===== src/rtl/rf_pkg.sv =====
// Shared constants and state encoding for the register-file port arbiter.
package rf_pkg;
  localparam int RF_XLEN = 32;
  localparam int RF_AW   = 5;
  localparam logic [RF_AW-1:0] X0 = '0;
  typedef enum logic {ARB, CLEAR} arb_state_e;
endpackage


===== src/rtl/rf_clear_seq.sv =====
// Clear sweep sequencer: walks x1..x(2^AW-1), one index per cycle.
module rf_clear_seq
  import rf_pkg::*;
#(
  parameter int AW = RF_AW
) (
  input  logic          clk,
  input  logic          rst,
  input  logic          start,
  output logic          busy,
  output logic [AW-1:0] idx,
  output logic          last
);

  assign last = busy && (idx == '1);

  always_ff @(posedge clk) begin
    if (!rst) begin
      busy <= 1'b0;
      idx  <= '0;
    end else if (busy) begin
      if (last) busy <= 1'b0;
      idx <= idx + AW'(1);
    end else if (start) begin
      busy <= 1'b1;
      idx  <= AW'(1);
    end
  end

endmodule


===== src/rtl/rf_port_arbiter.sv =====
// Shares a single-port register file between writeback and decode.
// Optional clear sweep enabled by defining RFARB_CLEAR_EN.
module rf_port_arbiter
  import rf_pkg::*;
#(
  parameter int XLEN         = RF_XLEN,
  parameter int AW           = RF_AW,
  parameter int MAX_WR_BURST = 4
) (
  input  logic            clk,
  input  logic            rst,
  input  logic            wr_valid,
  output logic            wr_ready,
  input  logic [AW-1:0]   wr_rd,
  input  logic [XLEN-1:0] wr_data,
  input  logic            rd_valid,
  output logic            rd_ready,
  input  logic [AW-1:0]   rd_rs1,
  input  logic [AW-1:0]   rd_rs2,
  output logic            rsp_valid,
  output logic [XLEN-1:0] rsp_rs1_data,
  output logic [XLEN-1:0] rsp_rs2_data,
  output logic            rf_read,
  output logic [AW-1:0]   rf_rd,
  output logic [AW-1:0]   rf_rs1,
  output logic [AW-1:0]   rf_rs2,
  output logic [XLEN-1:0] rf_data_in,
  input  logic [XLEN-1:0] rf_rs1_out,
  input  logic [XLEN-1:0] rf_rs2_out
`ifdef RFARB_CLEAR_EN
  ,
  input  logic            clr_req,
  output logic            clr_busy
`endif
);

  localparam int BW = 4;
  localparam logic [BW-1:0] BMAX = BW'(MAX_WR_BURST);

  arb_state_e    state_q, state_d;
  logic [BW-1:0] burst_q, burst_d;
  logic          rsp_q, z1_q, z2_q;
  logic          wr_go, rd_go;
  logic          clr_start;

`ifdef RFARB_CLEAR_EN
  logic [AW-1:0] clr_idx;
  logic          clr_last;

  assign clr_start = rst && (state_q == ARB) && clr_req;

  rf_clear_seq #(.AW(AW)) u_clr (
    .clk   (clk),
    .rst   (rst),
    .start (clr_start),
    .busy  (clr_busy),
    .idx   (clr_idx),
    .last  (clr_last)
  );
`else
  assign clr_start = 1'b0;
`endif

  always_comb begin
    state_d    = state_q;
    burst_d    = burst_q;
    wr_go      = 1'b0;
    rd_go      = 1'b0;
    rf_read    = 1'b1;
    rf_rd      = wr_rd;
    rf_data_in = wr_data;
    rf_rs1     = rd_rs1;
    rf_rs2     = rd_rs2;
    if (rst) begin
      unique case (state_q)
        ARB: begin
          if (clr_start) begin
            state_d = CLEAR;
          end else if (rd_valid &&
                       (!wr_valid || burst_q == BMAX)) begin
            rd_go = 1'b1;
          end else if (wr_valid) begin
            wr_go = 1'b1;
          end
          rf_read = !(wr_go && wr_rd != AW'(X0));
        end
`ifdef RFARB_CLEAR_EN
        CLEAR: begin
          rf_read    = 1'b0;
          rf_rd      = clr_idx;
          rf_data_in = '0;
          if (clr_last) state_d = ARB;
        end
`endif
        default: state_d = ARB;
      endcase
      // Starvation counter only tracks writes that overtake a waiting read
      if (!rd_valid || rd_go)
        burst_d = '0;
      else if (wr_go && burst_q != BMAX)
        burst_d = burst_q + BW'(1);
    end
  end

  assign wr_ready = wr_go;
  assign rd_ready = rd_go;

  always_ff @(posedge clk) begin
    if (!rst) begin
      state_q <= ARB;
      burst_q <= '0;
      rsp_q   <= 1'b0;
      z1_q    <= 1'b0;
      z2_q    <= 1'b0;
    end else begin
      state_q <= state_d;
      burst_q <= burst_d;
      rsp_q   <= rd_go;
      z1_q    <= (rd_rs1 == AW'(X0));
      z2_q    <= (rd_rs2 == AW'(X0));
    end
  end

  // A response in flight is dropped as soon as reset is seen
  assign rsp_valid    = rst && rsp_q;
  assign rsp_rs1_data = (rsp_valid && !z1_q) ? rf_rs1_out : '0;
  assign rsp_rs2_data = (rsp_valid && !z2_q) ? rf_rs2_out : '0;

endmodule


===== config.mk =====
export PLATFORM = sky130hd
export DESIGN_NAME = rf_port_arbiter
export DESIGN_NICKNAME = d
export VERILOG_FILES = /design/src/rtl/rf_pkg.sv /design/src/rtl/rf_clear_seq.sv /design/src/rtl/rf_port_arbiter.sv
export SDC_FILE = /design/constraint.sdc
export NUM_CORES = 1
export LEC_CHECK = 0
export CAP_MARGIN = 20
export CELL_PAD_IN_SITES_DETAIL_PLACEMENT = 1
export CELL_PAD_IN_SITES_GLOBAL_PLACEMENT = 2
export CORE_MARGIN = 1.5
export CORE_UTILIZATION = 10
export DETAILED_ROUTE_END_ITERATION = 16
export GPL_TIMING_DRIVEN = 1
export PLACE_DENSITY = 0.95
export SLEW_MARGIN = 20
export SYNTH_ARGS = -nofsm -noshare
export SYNTH_HDL_FRONTEND = slang
export SYNTH_HIERARCHICAL = 1
export SYNTH_SLANG_ARGS = --single-unit

===== constraint.sdc =====
create_clock -name clk -period 1.2 [get_ports clk]
set_clock_uncertainty 0.05 [all_clocks]
set_input_delay 0.24 -clock clk [delete_from_list [all_inputs] [get_ports clk]]
set_output_delay 0.24 -clock clk [all_outputs]
set_load 0.03 [all_outputs]

# Yosys cells after proc, flatten, opt, wreduce, memory -nomap -nowiden
# Index checks and enable logic that the tools add are counted.
dict set report totals {
  ff_bits 7
  in_bits 115
  output_inout_bits 115
  wordCells 36
}
dict set report op_classes {
  add_sub_neg 1
  n_eq_ne 2
  muxes 11
  n_bitwise 1
  reduce_logical 17
}
# cell count
set ops {}
lappend ops {{$mux 32} 2}
lappend ops {{$logic_not 5->1} 2}
lappend ops {{$mux 1} 9}
lappend ops {{$logic_and 1x1->1} 6}
lappend ops {{$logic_not 1->1} 5}
lappend ops {{$reduce_bool 5->1} 1}
lappend ops {{$add 4x1->4 const B} 1}
lappend ops {{$eq 4x3->1 const B} 1}
lappend ops {{$ne 4x3->1 const B} 1}
lappend ops {{$logic_or 1x1->1} 2}
lappend ops {{$reduce_or 2->1} 1}
lappend ops {{$not 1->1} 1}

# Logic depth before layout (Yosys ltp)
# Gate-level depths: netlist of the first run.
dict set report depth {
  depth_word 8
  ltp_mapped 5
  ltp_nobuf 5
}

# Worst setup path before layout of the first run
# No wires, ideal clock.
dict set report synth_path {
  path_kind {input-to-output}
  start {in wr_rd[0]}
  end {out rf_read}
  t_arrival_ns 1.437
  required_ns 0.910
  path_slack_ns -0.527
  stages 2
  path_buffers 0
  cell_sequence {or4_1 -> o21ai_0}
}
dict set report synth_via {
  elab_chain_len 4
}
# item line_no
set synth_rtl {}
lappend synth_rtl {{start, declared} rf_port_arbiter.sv:14} ;# input logic [AW-1:0] wr_rd,
lappend synth_rtl {{$reduce_bool 5->1} rf_port_arbiter.sv:85} ;# rf_read = !(wr_go && wr_rd != AW'(X0));
lappend synth_rtl {{$logic_and 1x1->1} rf_port_arbiter.sv:85}
lappend synth_rtl {{$logic_not 1->1} rf_port_arbiter.sv:85}
lappend synth_rtl {{$mux 1} rf_port_arbiter.sv:74} ;# if (rst) begin
lappend synth_rtl {{end, declared} rf_port_arbiter.sv:23} ;# output logic rf_read,
# Every way passes these cells.

# Worst setup path in the final report of the first run
dict set report layout_path {
  start {reg burst_q[1]}
  end {out rf_read}
}
dict set report layout_via {
  elab_chain_len 8
}
# item line_no
set layout_rtl {}
lappend layout_rtl {{start, declared} rf_port_arbiter.sv:41} ;# logic [BW-1:0] burst_q, burst_d;
lappend layout_rtl {{start signal, assigned} rf_port_arbiter.sv:117} ;# burst_q <= burst_d;
lappend layout_rtl {{$eq 4x3->1} rf_port_arbiter.sv:80} ;# (!wr_valid || burst_q == BMAX)) begin
lappend layout_rtl {{$logic_or 1x1->1} rf_port_arbiter.sv:80}
lappend layout_rtl {{$logic_and 1x1->1} rf_port_arbiter.sv:79} ;# end else if (rd_valid &&
lappend layout_rtl {{$mux 1} rf_port_arbiter.sv:79}
lappend layout_rtl {{$mux 1} rf_port_arbiter.sv:74}
lappend layout_rtl {{$logic_and 1x1->1} rf_port_arbiter.sv:85}
lappend layout_rtl {{$logic_not 1->1} rf_port_arbiter.sv:85}
lappend layout_rtl {{$mux 1} rf_port_arbiter.sv:74}
# Every way passes these cells. The select of a mux whose other input is x is not followed.

==> results of run 1 <==
## kinds of logic (layout without fill, tap and decap cells)
group / count (synthesis) / in the layout
flops: 7 / 7
simple gates: 80 / 80
fa+ha+maj: 2 / 2
buf+inv: 58 / 197
compound gates: 4 / 4
xor+xnor: 2 / 2
## synthesized netlist by cell type
cell type / instances
dfxtp_1: 7
nor2_1: 4
xor2_1: 1
and2_1: 14
o21ai_0: 1
nor2_2: 2
o211a_1: 1
clkbuf_2: 6
or4b_1: 2
xnor2_1: 1
nand4_1: 1
nand3_1: 1
and2_2: 50
inv_1: 5
nand2_1: 2
ha_1: 2
nand3b_1: 1
or4_1: 1
a21oi_1: 2
buf_4: 47
nor3_2: 2
## final cells by class
type                            count  area [sq um]
Clock buffer                        4          78.8
Fill cell                        1291          8100
Inverter                            5          18.8
Multi-Input combinational cell     88           793
Sequential cell                     7           144
Tap cell                          143           179
Timing Repair Buffer              188          2100
## state kept, by name, summed over array words and instances (netlist names)
name     cells
rsp_q        1
burst_q      4
z2_q         1
z1_q         1
## final timing paths
check / endpoint / slack [ns]
hold / removal: z1_q / 0.21
setup / recovery: rf_read / -0.44
hold reg to reg: burst_q[0] / 0.47
setup reg to reg: burst_q[2] / -0.09
## worst reg2reg max path, stage by stage, from the launching register on
cell,delay [ns]
dfxtp_2,0.32
inv_2,0.04
ha_4,0.14
nand3b_1,0.15
buf_6,0.14
buf_6,0.09
nand4_1,0.15
nor2_1,0.14
## layer usage
layer	GRT usage	wire length [um]
met4	0.00675	8
met3	0.0343	572
met2	0.197	3490
met1	0.104	2330
met5	0	0
## power breakdown
part,switching (mW),internal (mW)
sequential,0.00283,0.238
clock,0.120,0.442
combinational,0.296,0.448
total,0.419,1.13
## stage by stage
| stage | instance area, sq um | util | setup WS [ns] | TNS [ns] | cells |
|---|---|---|---|---|---|
| detailed placement | 2820 | 0.247 | -0.657 | -43.79 | 420 |
| global route | 3320 | 0.290 | -0.516 | -31.40 | 435 |
| CTS | 3360 | 0.294 | -0.576 | -30.96 | 436 |
| finish | 3320 | 0.290 | -0.438 | -26.01 | 435 |
| floorplan | 1320 | - | -0.173 | -0.308 | 153 |
| global placement | 2820 | 0.247 | -0.615 | -40.90 | 420 |
## what timing repair did
| item | 4_1_cts | 5_1_grt |
|---|---|---|
| setup buffers | 7 | 3 |
| endpoints found under the setup margin | 79 | 76 |
| pin swaps | 56 | 15 |
| gates cloned | 5 | 0 |
| endpoints found under the hold margin | 0 | 0 |
| resized for setup | 95 | 10 |
==> impl_metrics.csv, run 1 <==
group,metric,value,unit
clocking,cts_max_level,1,
clocking,cts_buffer_depth,2,
yosys,synth_top_family_by_area,"simple AND/OR/NAND/NOR gates",
clocking,cts-root-buf,"clkbuf_16",
route,ant_nets,0,
global_routing,grt_start_max_net_pins,17,
cells_and_area,antenna_cells,0,
sta,tightest_slew,0.177,ns
critical_path,path_buf_inv,2,
sta,timing.final.ws_setup,-0.438,ns
global_routing,first_global_vias,1699,
route,routed_wl,6400,um
critical_path,reg2reg_depth,7,
global_routing,grt_antenna_before_repair,0,
die,die_x,111,um
yosys,synth.area.top_cells,"and2_2, buf_4, dfxtp_1, and2_1, clkbuf_2",
clocking,clock_latency,0.23,ns
route,drt-initial-drc-count,29,
yosys,synth_warnings,6,
critical_path,crit_required,0.91,ns
place,port_buffers,165,
route,viasPerCell,3.50,
place,place.gp.congestion,0.735,
yosys,synth_compound_area_frac,0.0213,
clocking,cts_hold_buf,0,
yosys,avgSynthCellArea,7.67,sq um
worst_hold_path,worstHoldStart,"rd_rs1[4]",
power,irDropWorstVdd,642,uV
sta,whs,0.214,ns
place,hpwlAfterDp,4860,um
yosys,synthAdderAreaFrac,0.0213,
critical_path,arrival,1.35,ns
critical_path,criticalPathCategory,"reg2out",
critical_path,cp_top_family,"compound AO/OA/AOI/OAI gates",
yosys,synth_nets,270,
clocking,cts.reportedPaths.clkPinSlew,0.04,ns
sta,slew_headroom,0.881,
yosys,synth_top_cell_by_area,"and2_2",
yosys,synth.distinct_cells,21,
clocking,cts.sinks,7,
sta,fin_crit_sh,1.36,
sta,slew_viol_final,0,
critical_path,path_depth,6,
clocking,cts_made_buffers,3,
cells_and_area,drive_gt1_frac,0.651,
sta,final_hold_viol_count,0,
critical_path,crit_fanout,2,
critical_path,cp-startpoint,"burst_q[1]",
yosys,synth_cells,153,
critical_path,max_stage_delay,0.31,ns
clocking,cts_tree,"yes",
power,p_total,1.55,mW
status,violations,"negative setup slack",
yosys,synth_top_area_frac,0.320,
cells_and_area,final_common_cell,"buf_6",
cells_and_area,num-nets-final,410,
die,rows,39,
critical_path,worstSetupEndpointType,"output pin",
global_routing,grt_use_total,0.0991,
sta,rsz0062_at_grt,"yes",
yosys,yosysSeqAreaShare,0.119,
die,core_area,11400,sq um
sta,fin_crit,1.64,ns
run,maxCapViolCount,0,
cells_and_area,area_growth,183,%
yosys,synth_xor_area_frac,0.0149,
power,power.density,466,nW/um^2
critical_path,slowest_stage,"dfxtp_2",
power,p_leak,1.49,nW
sta,setup_viol,72,
yosys,synthMuxAreaShare,0,
worst_hold_path,hp-class,"in2reg",
cells_and_area,final_cell_mix,"buf_6, clkdlybuf4s50_1, and2_4",
critical_path,crit_chain,"inv_2 > ha_4 > nand3b_1 > o211a_4 > o21ai_4 > buf_6",
yosys,synth-simple-area-share,0.481,
critical_path,crit_path_start_kind,"flip-flop",
sta,max_freq,611,MHz
global_routing,grt_pass1_wl,9630,um
die,die_area,12400,sq um
die,initial_core_util,0.103,
route,dr.pass1.iters,3,
status,status,"complete, but fails checks",
die,boundaryPins,230,
route,drc,0,
route,dr_total_vias,1524,
critical_path,r2r-start,"burst_q[1]",
yosys,ys_seq_elements,7,
worst_hold_path,min_path_cells,2,
route,wl_per_cell,14.7,um
die,die_y,111,um
yosys,netlist_area,1170,sq um
global_routing,overflow,0,
No activity file was read; power rests on OpenSTA's default activity.
==> run 2: changes to the inputs <==
--- a/config.mk
+++ b/config.mk
@@ -10,6 +10,7 @@
 export CELL_PAD_IN_SITES_GLOBAL_PLACEMENT = 2
 export CORE_MARGIN = 1.5
 export CORE_UTILIZATION = 10
+export CTS_CLUSTER_SIZE = 8
 export DETAILED_ROUTE_END_ITERATION = 16
 export GPL_TIMING_DRIVEN = 1
 export PLACE_DENSITY = 0.95
==> results of run 2 <==
Same layout as run 1: the final DEF is identical, and so are final timing and power.
